File: src/rtl/jk_counter_reg_if.sv
// Control and data bundle for the JK counter register bank.
// Master drives the controls and observes Q/nQ/TC; slave is the register bank.
interface jk_counter_reg_if #(
    parameter int WIDTH = 8
);
    logic             S;
    logic             EN;
    logic [1:0]       MODE;
    logic [WIDTH-1:0] J;
    logic [WIDTH-1:0] K;
    logic [WIDTH-1:0] D;
    logic             CI;
    logic [WIDTH-1:0] Q;
    logic [WIDTH-1:0] nQ;
    logic             TC;

    modport master (
        output S, EN, MODE, J, K, D, CI,
        input  Q, nQ, TC
    );

    modport slave (
        input  S, EN, MODE, J, K, D, CI,
        output Q, nQ, TC
    );
endinterface

File: src/rtl/jk_counter_reg.sv
// Bank of JK triggers with D-load and cascadable up/down counting.
// Priority at each rising C: R, then S, then EN, then MODE.
module jk_counter_reg #(
    parameter int               WIDTH       = 8,
    parameter logic [WIDTH-1:0] RESET_VALUE = {WIDTH{1'b0}}
) (
    input  logic             C,
    input  logic             R,
    jk_counter_reg_if.slave  bus
);

    typedef enum logic [1:0] {
        MODE_JK   = 2'b00,
        MODE_LOAD = 2'b01,
        MODE_UP   = 2'b10,
        MODE_DOWN = 2'b11
    } mode_t;

    localparam logic [WIDTH-1:0] ALL_ONES  = {WIDTH{1'b1}};
    localparam logic [WIDTH-1:0] ALL_ZEROS = {WIDTH{1'b0}};

    logic [WIDTH-1:0] q_r;
    logic [WIDTH-1:0] next_q_s;
    logic [WIDTH-1:0] up_mask_s;
    logic [WIDTH-1:0] down_mask_s;
    logic             at_terminal_s;
    logic             tc_s;
    mode_t            mode_s;

    // Bit i toggles when the carry reaches it: ci and every lower bit set.
    function automatic logic [WIDTH-1:0] up_toggle_mask(
        input logic [WIDTH-1:0] q,
        input logic             ci
    );
        logic [WIDTH-1:0] mask;
        mask    = {WIDTH{1'b0}};
        mask[0] = ci;
        for (int i = 1; i < WIDTH; i++) begin
            mask[i] = mask[i-1] & q[i-1];
        end
        return mask;
    endfunction

    // Borrow chain: bit i toggles when ci and every lower bit clear.
    function automatic logic [WIDTH-1:0] down_toggle_mask(
        input logic [WIDTH-1:0] q,
        input logic             ci
    );
        logic [WIDTH-1:0] mask;
        mask    = {WIDTH{1'b0}};
        mask[0] = ci;
        for (int i = 1; i < WIDTH; i++) begin
            mask[i] = mask[i-1] & ~q[i-1];
        end
        return mask;
    endfunction

    // Classic JK characteristic equation applied bitwise.
    function automatic logic [WIDTH-1:0] jk_next(
        input logic [WIDTH-1:0] q,
        input logic [WIDTH-1:0] j,
        input logic [WIDTH-1:0] k
    );
        return (j & ~q) | (~k & q);
    endfunction

    assign mode_s = mode_t'(bus.MODE);

    // Toggle masks for the T-trigger count chain.
    always_comb begin
        up_mask_s   = up_toggle_mask(q_r, bus.CI);
        down_mask_s = down_toggle_mask(q_r, bus.CI);
    end

    // Next state for an enabled edge; R and S are resolved in the register.
    always_comb begin
        next_q_s = q_r;
        if (bus.EN) begin
            case (mode_s)
                MODE_JK:   next_q_s = jk_next(q_r, bus.J, bus.K);
                MODE_LOAD: next_q_s = bus.D;
                MODE_UP:   next_q_s = q_r ^ up_mask_s;
                MODE_DOWN: next_q_s = q_r ^ down_mask_s;
                default:   next_q_s = q_r;
            endcase
        end else begin
            next_q_s = q_r;
        end
    end

    // State register with synchronous reset and preset.
    always_ff @(posedge C) begin
        if (R) begin
            q_r <= RESET_VALUE;
        end else if (bus.S) begin
            q_r <= ALL_ONES;
        end else begin
            q_r <= next_q_s;
        end
    end

    // Terminal count is combinational so cascaded CI->TC ripples within a cycle.
    always_comb begin
        if (bus.MODE[0]) begin
            at_terminal_s = (q_r == ALL_ZEROS);
        end else begin
            at_terminal_s = (q_r == ALL_ONES);
        end
        tc_s = bus.EN & bus.CI & ~R & ~bus.S & bus.MODE[1] & at_terminal_s;
    end

    assign bus.Q  = q_r;
    assign bus.nQ = ~q_r;
    assign bus.TC = tc_s;

endmodule
File: src/flat_wrapper.sv
// flat-port wrapper written by rule: the top's interface ports become plain ports
module jk_counter_reg_flat 
#(
    parameter int               WIDTH       = 8,
    parameter logic [WIDTH-1:0] RESET_VALUE = {WIDTH{1'b0}}
)
  (C, R, bus_S, bus_EN, bus_MODE, bus_J, bus_K, bus_D, bus_CI, bus_Q, bus_nQ, bus_TC);
  jk_counter_reg_if #(.WIDTH(WIDTH)) bus_i ();
  input  logic C;
  input  logic R;
  input wire logic [$bits(bus_i.S)-1:0] bus_S;
  input wire logic [$bits(bus_i.EN)-1:0] bus_EN;
  input wire logic [$bits(bus_i.MODE)-1:0] bus_MODE;
  input wire logic [$bits(bus_i.J)-1:0] bus_J;
  input wire logic [$bits(bus_i.K)-1:0] bus_K;
  input wire logic [$bits(bus_i.D)-1:0] bus_D;
  input wire logic [$bits(bus_i.CI)-1:0] bus_CI;
  output wire logic [$bits(bus_i.Q)-1:0] bus_Q;
  output wire logic [$bits(bus_i.nQ)-1:0] bus_nQ;
  output wire logic [$bits(bus_i.TC)-1:0] bus_TC;
  assign bus_i.S = bus_S;
  assign bus_i.EN = bus_EN;
  assign bus_i.MODE = bus_MODE;
  assign bus_i.J = bus_J;
  assign bus_i.K = bus_K;
  assign bus_i.D = bus_D;
  assign bus_i.CI = bus_CI;
  assign bus_Q = bus_i.Q;
  assign bus_nQ = bus_i.nQ;
  assign bus_TC = bus_i.TC;
  jk_counter_reg #(.WIDTH(WIDTH), .RESET_VALUE(RESET_VALUE)) u_core (.C(C), .R(R), .bus(bus_i));
endmodule
File: config.mk
export PLATFORM = sky130hd
export DESIGN_NAME = jk_counter_reg_flat
export DESIGN_NICKNAME = d
export VERILOG_FILES = /design/src/rtl/jk_counter_reg_if.sv /design/src/rtl/jk_counter_reg.sv /design/src/flat_wrapper.sv
export SDC_FILE = /design/constraint.sdc
export NUM_CORES = 1
export LEC_CHECK = 0
export CAP_MARGIN = 25
export CORE_MARGIN = 2
export CORE_UTILIZATION = 40
export CTS_CLUSTER_DIAMETER = 60
export DETAILED_ROUTE_END_ITERATION = 16
export PLACE_DENSITY = 0.76
export SYNTH_ARGS = -nofsm -noshare
export SYNTH_HDL_FRONTEND = slang
export SYNTH_SLANG_ARGS = --single-unit
File: constraint.sdc
create_clock -name C -period 1.93 [get_ports C]
set_input_delay 0.193 -clock C [delete_from_list [all_inputs] [get_ports C]]
set_output_delay 0.193 -clock C [all_outputs]
set_load 0.01 [all_outputs]
==> results.yml <==
power:
  pwr-share-clk: 0.197
  ir_drop_mv: 0.406
  p_sw_mw: 0.242
  p_int_mw: 0.458
  seq_power_share: 0.295
  power_density_nw_per_um2: 440
  combPwrFrac: 0.508
  p_total_mw: 0.700
  p_sw_frac: 0.346
  p_leak_nw: 0.633
global_route:
  grt_pass1_wl_mm: 5.27
  grt_max_degree: 12
  track_usage: 0.255
  antenna_found_initial: 0
  grt_pass1_vias: 1197
  overflow: 0
worst_hold_path:
  min_to: "u_core.bus.Q[2]"
  hold_depth: 1
  min_path_type: "reg -> reg"
  min_from: "u_core.bus.Q[2]"
floorplanning:
  die_h_um: 53.1
  ios: 48
  die_w_um: 53.1
  initial_core_util: 0.427
  num_rows: 17
  core_area_um2: 2250
  die_area_um2: 2820
sta:
  max_clock_freq_mhz: 551
  finClkSkew_ns: 0.00361
  setup_violations: 0
  timing.slew.headroom: 0.725
  slew_violations: 0
  max_slew.worst_pin.slew_ns: 0.409
  period_minus_slack_ns: 1.81
  fin_crit_sh: 0.940
  rsz0062_at_grt: "no"
  hold_violations: 0
  setup_tns_ns: 0
setup_path:
  path_cells: "clkdlybuf4s50_1 -> nor2b_2 -> and3_1 -> nand3_1 -> a211oi_1 -> clkdlybuf4s15_1"
  crit_fanout: 4
  worstRegToRegCells: 6
  cpMaxStageDelayCell: "clkdlybuf4s50_1"
  crit_family: "buffers and inverters"
  timing.rr.end: "u_core.bus.Q[5]"
  worstSetupPathType: "in -> out"
  cp.buffers_inverters: 2
  required_ns: 1.74
  crit_path_start_kind: "input port"
  r2r_slack_ns: 0.13
  arrival_ns: 1.62
  r2r_start: "u_core.bus.Q[0]"
  critPathMaxStageDelay_ns: 0.49
  critPathCaptureType: "primary output"
outcome:
  outcome: "finished clean"
yosys:
  synth_nets: 162
  yosys_warnings: 0
  ys_seq_elements: 8
  synth.avg_cell_area_um2: 7.47
  synth_common_cells: "nand2b_1 (14), inv_1 (12), nor2b_1 (9)"
  ys_types: 48
  synth_xor_area_frac: 0.0182
  synth_top_cell_by_area: "dfxtp_1"
  synthTopCellsByArea: "dfxtp_1 (17%), nand2b_1 (9.1%), nor2b_1 (5.8%), inv_1 (4.7%), a311oi_1 (4.5%)"
  synthMuxAreaShare: 0.0208
  synth_edf_count: 0
  synth_area_um2: 963
  synth-compound-area-share: 0.339
  synth-simple-area-share: 0.334
  synth_cells: 129
  ys_async_sr_fraction: 0
  synth_fa_ha_area_frac: 0.0260
  synth.most_common_cell: "nand2b_1"
  synth_top_area_share: 0.166
  synth_top_family_by_area: "compound AO/OA/AOI/OAI gates"
  synthFlopType: "dfxtp_1"
  yosysSeqAreaShare: 0.166
clock_network:
  numCtsBuffers: 3
  numClockSinks: 8
  insertion_delay_ns: 0.26
  cts.htree.levels: 1
  cts.reportedPaths.clkPinSlew_ns: 0.06
  cts_buffer_depth: 2
  cts-root-buf: "clkbuf_4"
  cts_tree: "built"
drt:
  antenna_left: 0
  avgViaCountPerCell: 5.85
  wl_per_cell_um: 15.5
  drcViolationCount: 0
  wl_mm: 3.37
  drt-initial-drc-count: 27
  num_vias: 1270
  drtPass1Iterations: 4
placed_design:
  hpwlAfterDp_mm: 2.67
  place.port_buffers: 47
  dp.cells: 214
  gp_congestion: 0.870
  dpl-instance-area_um2: 1560
finish:
  largest_reg_flops: 8
  syn_to_final_growth_pct: 65.2
  drive_gt1_frac: 0.159
  nNetsFinal: 224
  fin_util: 0.706
  instances_no_fill: 217
  finalInstanceArea_um2: 1590
  antenna_cells: 0
run:
  cap_violations: 0
[power by group through the flow]
stage / clock [mW] / sequential, mW / combinational, mW
CTS: 0.135 / 0.205 / 0.355
global placement: 0 / 0.208 / 0.345
detailed placement: 0 / 0.209 / 0.352
floorplan: 0 / 0.211 / 0.157
global route: 0.143 / 0.208 / 0.384
finish: 0.138 / 0.206 / 0.356
[metrics by stage]
| stage | hold WS, ns | setup WS, ns |
|---|---|---|
| 4_1_cts | 0.611 | 0.0726 |
| 5_1_grt | 0.601 | 0.0102 |
| 3_3_place_gp | 0.583 | -0.115 |
| 6_report | 0.569 | 0.115 |
| 2_1_floorplan | 0.338 | 0.171 |
| 3_5_place_dp | 0.599 | -0.215 |
[cell families (layout without fill, tap and decap cells)]
kind of cell,after synthesis,in the layout
multiplexers,2,2
AND/OR/NAND/NOR,53,53
adder cells (fa/ha/maj),2,2
AO/OA/AOI/OAI,41,41
buffers and inverters,21,81
flip-flops,8,8
XOR/XNOR,2,2
[layout by cell type (no fill, tap or decap), drive strengths merged, types with 2 or more instances in the layout]
cell,count
a211oi,4
a22oi,2
nand3,3
a32oi,2
dfxtp,8
o311a,2
nor3,5
nand3b,2
nand4,2
xnor2,2
nand2b,14
o21ai,4
o211ai,3
mux2i,2
a31oi,2
nor4,4
ha,2
a311oi,5
clkbuf,3
clkdlybuf4s50,46
inv,12
a21boi,2
and3,3
a221oi,2
o311ai,2
buf,19
nor2b,9
a21oi,4
nor2,6
[worst reg2reg max path, stage by stage (launching register included)]
cell and delay [ns]:
dfxtp_1 0.45, inv_1 0.12, ha_1 0.22, and3_4 0.20, a22o_4 0.28, a21o_1 0.19, a221oi_2 0.25
[routing by layer]
| layer | part of all wire | up-vias | GRT usage | wire length [µm] |
|---|---|---|---|---|
| met5 | 0 | - | 0 | 0 |
| li1 | - | 611 | - | - |
| met4 | 0.025 | 0 | 0.137 | 85 |
| met2 | 0.48 | 64 | 0.435 | 1630 |
| met1 | 0.40 | 583 | 0.278 | 1360 |
| met3 | 0.088 | 12 | 0.0791 | 296 |
[area by class of cell]
type                            count  area (µm²)
Clock buffer                        3        22.5
Fill cell                         196         663
Tap cell                           28        35.0
Timing Repair Buffer               66         613
Inverter                           12        45.0
Sequential cell                     8         161
Multi-Input combinational cell    100         714
[how the worst max path moves through the flow]
| stage | startpoint | to | cells after the start |
|---|---|---|---|
| 2_1_floorplan | u_core.bus.Q[0] | u_core.bus.Q[5] | 6 |
| 3_3_place_gp | bus_MODE[0] | bus_TC | 6 |
| 3_5_place_dp | bus_MODE[0] | bus_TC | 6 |
| 4_1_cts | bus_MODE[0] | bus_TC | 6 |
| 5_1_grt | bus_MODE[0] | bus_TC | 6 |
| 6_report | bus_MODE[0] | bus_TC | 6 |
[timing repair]
item,CTS,global route
resized for setup,1,4
hold buffers,0,0
setup endpoints to repair,1,1
buffers inserted,0,0
Power figures use the tool's default switching activity.
